==> src/rtl/fifo_param_flags.sv <==
// Parametrised synchronous FIFO with programmable almost-full/almost-empty
// thresholds, occupancy count, sticky error flags and a registered read path.
module fifo_param_flags #(
    parameter int DATA_WIDTH = 10,
    parameter int ADDR_WIDTH = 3
) (
    input  logic                  clk,
    input  logic                  reset,
    input  logic [DATA_WIDTH-1:0] FIFO_data_in,
    input  logic                  push,
    input  logic                  pop,
    input  logic [ADDR_WIDTH-1:0] alto,
    input  logic [ADDR_WIDTH-1:0] bajo,
    input  logic                  err_clear,
    output logic [DATA_WIDTH-1:0] FIFO_data_out,
    output logic                  valid_out,
    output logic                  wr_enable,
    output logic                  rd_enable,
    output logic                  full_fifo,
    output logic                  empty_fifo,
    output logic                  almost_full_fifo,
    output logic                  almost_empty_fifo,
    output logic [ADDR_WIDTH:0]   count,
    output logic                  overflow,
    output logic                  underflow
);

    localparam int DEPTH = 2 ** ADDR_WIDTH;
    localparam logic [ADDR_WIDTH:0] DEPTH_CNT = {1'b1, {ADDR_WIDTH{1'b0}}};

    logic [DATA_WIDTH-1:0] mem [DEPTH];
    logic [ADDR_WIDTH-1:0] wr_ptr;
    logic [ADDR_WIDTH-1:0] rd_ptr;

    // Flags come straight from the registered count so threshold changes act immediately
    assign full_fifo         = (count == DEPTH_CNT);
    assign empty_fifo        = (count == '0);
    assign almost_full_fifo  = (count >= (DEPTH_CNT - {1'b0, alto}));
    assign almost_empty_fifo = (count <= {1'b0, bajo});

    // A pop frees a slot in the same cycle, so a full FIFO can still take a push
    assign rd_enable = pop & ~empty_fifo;
    assign wr_enable = push & (~full_fifo | rd_enable);

    always_ff @(posedge clk) begin
        if (wr_enable) begin
            mem[wr_ptr] <= FIFO_data_in;
        end
    end

    always_ff @(posedge clk) begin
        if (reset) begin
            wr_ptr        <= '0;
            rd_ptr        <= '0;
            count         <= '0;
            FIFO_data_out <= '0;
            valid_out     <= 1'b0;
        end else begin
            valid_out <= rd_enable;
            if (wr_enable) begin
                wr_ptr <= wr_ptr + 1'b1;
            end
            if (rd_enable) begin
                FIFO_data_out <= mem[rd_ptr];
                rd_ptr        <= rd_ptr + 1'b1;
            end
            case ({wr_enable, rd_enable})
                2'b10:   count <= count + 1'b1;
                2'b01:   count <= count - 1'b1;
                default: count <= count;
            endcase
        end
    end

    // A fresh error in the same cycle as err_clear keeps the flag set
    always_ff @(posedge clk) begin
        if (reset) begin
            overflow  <= 1'b0;
            underflow <= 1'b0;
        end else begin
            overflow  <= (overflow  & ~err_clear) | (push & ~wr_enable);
            underflow <= (underflow & ~err_clear) | (pop  & ~rd_enable);
        end
    end

endmodule

==> config.mk <==
export PLATFORM = sky130hd
export DESIGN_NAME = fifo_param_flags
export DESIGN_NICKNAME = d
export VERILOG_FILES = /design/src/rtl/fifo_param_flags.sv
export SDC_FILE = /design/constraint.sdc
export NUM_CORES = 1
export LEC_CHECK = 0
export ABC_AREA = 1
export CAP_MARGIN = 20
export CELL_PAD_IN_SITES_DETAIL_PLACEMENT = 0
export CELL_PAD_IN_SITES_GLOBAL_PLACEMENT = 1
export CORE_UTILIZATION = 45
export DETAILED_ROUTE_END_ITERATION = 10
export PLACE_DENSITY_LB_ADDON = 0.2
export REMOVE_ABC_BUFFERS = 1
export SLEW_MARGIN = 5
export SYNTH_ARGS = -nofsm -noshare
export SYNTH_HDL_FRONTEND = slang
export SYNTH_SLANG_ARGS = --single-unit
export TNS_END_PERCENT = 100
==> constraint.sdc <==
create_clock -name clk -period 2.44 [get_ports clk]
set_input_delay 0.244 -clock clk [delete_from_list [all_inputs] [get_ports clk]]
set_output_delay 0.244 -clock clk [all_outputs]
set_load 0.005 [all_outputs]
# Yosys cells after proc, flatten, opt, wreduce, memory -nomap -nowiden
# Memories as Yosys holds them, arrays and structs flattened. A register that Yosys moved wholly into a read port is not among the register bits.
# Cells that the tools add are included.
dict set report classes {
  addsub 5
  n_lt_le_gt_ge 2
  eq_ne 3
  muxes 3
  bitwise_logic 14
  n_reduce_logical 2
}
# operator n
set op_table {}
lappend op_table {{case mux 4 bit (2 select lines)} 1}
lappend op_table {{adder 3 x 1 -> 3 bit, second input constant} 2}
lappend op_table {{AND 1 bit} 6}
lappend op_table {{NOT 1 bit} 5}
lappend op_table {{adder 4 x 1 -> 4 bit, second input constant} 1}
lappend op_table {{== test 4 bit, second input constant} 1}
lappend op_table {{>= comparator 4 bit} 1}
lappend op_table {{<= comparator 4 x 3 -> 1 bit} 1}
lappend op_table {{zero test 4 bit} 1}
lappend op_table {{subtractor 4 x 1 -> 4 bit, second input constant} 1}
lappend op_table {{subtractor 4 x 3 -> 4 bit, first input constant} 1}
lappend op_table {{OR 1 bit} 3}
lappend op_table {{== test 2 x 1 -> 1 bit, second input constant} 1}
lappend op_table {{== test 2 bit, second input constant} 1}
lappend op_table {{2-to-1 mux 1 bit} 2}
lappend op_table {{nonzero test 2 bit} 1}
dict set report totals {
  register_bits 13
  ramBits 80
  inputBits 21
  output_inout_bits 23
  memories 1
}
# name depth word_bits rd rd_clocked_by_memory_dff wr line
set mem_list {}
lappend mem_list {mem 8 10 1 1 1 31} ;# logic [DATA_WIDTH-1:0] mem [DEPTH];

# Longest topological paths before layout
dict set report logic_depth {
  ltp_word 8
  ltp_mapped 11
  depth_no_buf 11
}

# Worst setup path before layout
# No wires, ideal clock.
dict set report synth_timing {
  path_type {reg-to-reg}
  startpoint {register count[2]}
  endpoint {memory mem[4][0] (enable)}
  arrival_ns 1.389
  required_time_ns 2.064
  slack_ns 0.674
  path_stages_with_launch 7
  path_cell_list {dfxtp_1 -> inv_1 -> nand4_1 -> nand2_1 -> inv_1 -> nand2_1 -> nor2_1}
}
dict set report synth_between {
  elab_chain_cells 7
}
# item line
set synth_lines {}
lappend synth_lines {{start: declaration} 23} ;# output logic [ADDR_WIDTH:0] count,
lappend synth_lines {{start signal: assignment} 68} ;# 2'b10: count <= count + 1'b1;
lappend synth_lines {{start signal: assignment} 69} ;# 2'b01: count <= count - 1'b1;
lappend synth_lines {{start signal: assignment} 70} ;# default: count <= count;
lappend synth_lines {{zero test 4 bit} 37} ;# assign empty_fifo = (count == '0);
lappend synth_lines {{NOT 1 bit} 42} ;# assign rd_enable = pop & ~empty_fifo;
lappend synth_lines {{AND 1 bit} 42}
lappend synth_lines {{OR 1 bit *} 43} ;# assign wr_enable = push & (~full_fifo | rd_enable);
lappend synth_lines {{AND 1 bit *} 43}
lappend synth_lines {{named net wr_enable} 17} ;# output logic wr_enable,
lappend synth_lines {{2-to-1 mux 1 bit *} 46} ;# if (wr_enable) begin
lappend synth_lines {{2-to-1 mux 1 bit (implied by the code) *} 47} ;# mem[wr_ptr] <= FIFO_data_in;
lappend synth_lines {{end: declaration} 31}
# Mark *: on every way through the listed nets, which the timed path passes. The rest lies on a longest branch.

# Worst setup path in the final report
dict set report layout_timing {
  startpoint {register count[2]}
  endpoint {output almost_empty_fifo}
}
dict set report layout_between {
  elab_chain_cells 1
}
# item line
set layout_lines {}
lappend layout_lines {{<= comparator 4 x 3 -> 1 bit} 39} ;# assign almost_empty_fifo = (count <= {1'b0, bajo});
lappend layout_lines {{end: declaration} 22} ;# output logic almost_empty_fifo,
# No other way between the ends.

==> impl_results.md <==
- Arrival time at the worst endpoint: 2.01 ns
- IO Count: 44
- Endpoints failing setup: 0
- H-tree levels: 3
- Critical path class: reg -> out
- Tcrit/Tclk final: 92.5%
- Sum Neg Setup Slack: 0 ns
- Fin nets: 541
- Worst VDD drop: 0.372 mV
- Min cycle time layout: 2.26 ns
- Hold Path Origin: FIFO_data_out[9]
- DRT antenna net count: 0
- Total routed wirelength: 9700 um
- Worst Max-Slew Pin Slew: 0.730 ns
- Max-cap violations: 0
- Worst R2R Setup Slack: 0.49 ns
- First-pass GRT wire length: 15,300 um
- Inserted Diodes: 0
- Synth cell types: 33
- CTS tree: built
- HPWL after DPL: 6190 um
- Rows: 36
- Worst endpoint required time: 2.20 ns
- Placer congestion estimate: 0.755
- Reg-to-Reg End: count[3]
- Unrepaired setup endpoints after global routing: no
- Clock buffer depth: 2
- Die height: 103 um
- Netlist Area Pre-Place: 4600 sq um
- DR WL/cell: 15.0 um
- Hold EP: FIFO_data_out[9]
- Sequential share of the synthesized area: 62.2%
- Core area: 9860 sq um
- Class of the worst hold path: reg -> reg
- Max-slew headroom: 51.2%
- Starting density of the core: 46.7%
- Vias: 3,182
- Avg Inst Size Synth: 10.2 sq um
- Vias in the first global route: 2,968
- DR iter-0 viols: 136
- Most common cell after layout, fill and taps aside: nand2_1
- Vias per inst: 4.93
- FF+latch count, synth: 103
- Initial antenna violation count: 0
- RR Startpoint: count[2]
- TritonRoute pass-1 iters: 4
- Slew Viols, Final: 0
- Worst Hold Path Cells: 2
- Clock Latency Late Sink: 0.37 ns
- CTS buffer count: 9
- Area delta synth->final: 17.9%
- Final hold viol count: 0
- PwrDens: 916 nW/um^2
- Post-CTS setup repair buffer count: 0
- Crit-path max FO: 7
- Share of cells above drive strength 1: 12.5%
- Die Wd: 103 um
- Drt drc: 0
- Mapped Cells: 450
- Largest net degree at the start of global routing: 43
- Clock skew: 0.0130 ns
- Clock root cell: clkbuf_8
- Hold_ws: 0.474 ns
- CTS sink count: 103
- Port bufs: 43
- Worst-path clk slew: 0.10 ns
- FF-to-FF path depth: 11
- Outcome: finished clean
- Leakage: 0.00218 uW
- GR Util All Layers: 20.2%
- Total die area: 10,600 sq um
- Critical path launch point type: register
- Fillers: 879
- Total gr overflow: 0
- Worst setup EP type: output pin
- Synth warn: 0
- Fmax: 0.443 GHz
- Most frequent cells in the layout: nand2_1 (126), edfxtp_1 (80), inv_1 (47)
[cells in the mapped netlist (all sizes together)]
library cell    n  area, sq um
and3            1         6.26
o21ai          15         75.1
a32oi           1         8.76
buf            14          101
nand4           2         12.5
nand3b          1         7.51
dfxtp          23          460
edfxtp         80         2400
nand3          51          313
nand2         129          502
inv            49          186
fa              1         20.0
ha             12          150
a21oi          20          138
o211ai          1         7.51
xor2            2         17.5
clkbuf          5         18.8
nor2           41          164
o22ai           2         12.5
[flip-flops by register name (all words and copies together) (netlist names)]
register       cells
FIFO_data_out     10
overflow           1
wr_ptr             3
mem               80
rd_ptr             3
count              4
underflow          1
valid_out          1
[report_power, final]
group / total, uW / switching (uW) / internal, uW
combinational: 1790 / 1030 / 754
sequential: 2180 / 128 / 2050
clock: 1010 / 615 / 390
total: 4970 / 1780 / 3200
[through the flow]
step / cells / total power [uW] / util, % / worst slack, ns / cell area, sq um
finish: 645 / 4970 / 55.0 / 0.184 / 5430
global route: 645 / 5330 / 55.0 / 0.0613 / 5430
CTS: 645 / 5020 / 55.0 / 0.0164 / 5430
detailed placement: 629 / 4020 / 53.2 / 0.0156 / 5250
global placement: 629 / 3990 / 53.2 / 0.0745 / 5250
floorplan: 431 / 3280 / - / 0.500 / 4480
[worst max path at each step]
stage,from,end,slack [ns],cells past startpoint
2_1_floorplan,rd_ptr[0],FIFO_data_out[0],0.50,5
3_3_place_gp,alto[0],almost_full_fifo,0.07,10
3_5_place_dp,alto[0],almost_full_fifo,0.02,10
4_1_cts,alto[0],almost_full_fifo,0.02,10
5_1_grt,count[0],almost_empty_fifo,0.06,6
6_report,count[2],almost_empty_fifo,0.18,5
[worst max-delay path, stage by stage, from the launching register on]
cell	delay (ns)
dfxtp_1	0.52
ha_1	0.32
a21oi_1	0.15
a32oi_1	0.06
nor2_1	0.09
clkdlybuf4s50_1	0.50
[routing by layer]
metal,GRT usage [%],vias up,routed length (um)
met5,0,-,0
met4,7.80,0,127
met3,2.78,9,284
met2,33.3,60,4640
met1,27.1,1505,4650
li1,-,1608,-
[what timing repair did]
item,in CTS,in global routing
hold buffers,0,0
resized for setup,0,1
endpoints found under the setup margin,0,1
[cells by family (layout without fill, tap and decap cells)]
| group | after synthesis | count (layout) | share of synthesized area (%) |
|---|---|---|---|
| AO/OA/AOI/OAI | 39 | 39 | 5.25 |
| XOR/XNOR | 2 | 2 | 0.381 |
| adder cells (fa/ha/maj) | 13 | 13 | 3.70 |
| buffers and inverters | 68 | 130 | 6.66 |
| flip-flops | 103 | 103 | 62.2 |
| AND/OR/NAND/NOR | 225 | 225 | 21.8 |
[cell type report]
cell class	count	area (sq um)	share of cell area [%]
flip-flops and latches	103	2860	52.7
multi-input cells	279	1430	26.4
repair buffers	65	598	11.0
inverters	49	186	3.43
well taps	133	166	3.07
clock buffers	10	128	2.35
clock inverters	6	53.8	0.991
Power figures use the tool's default switching activity.
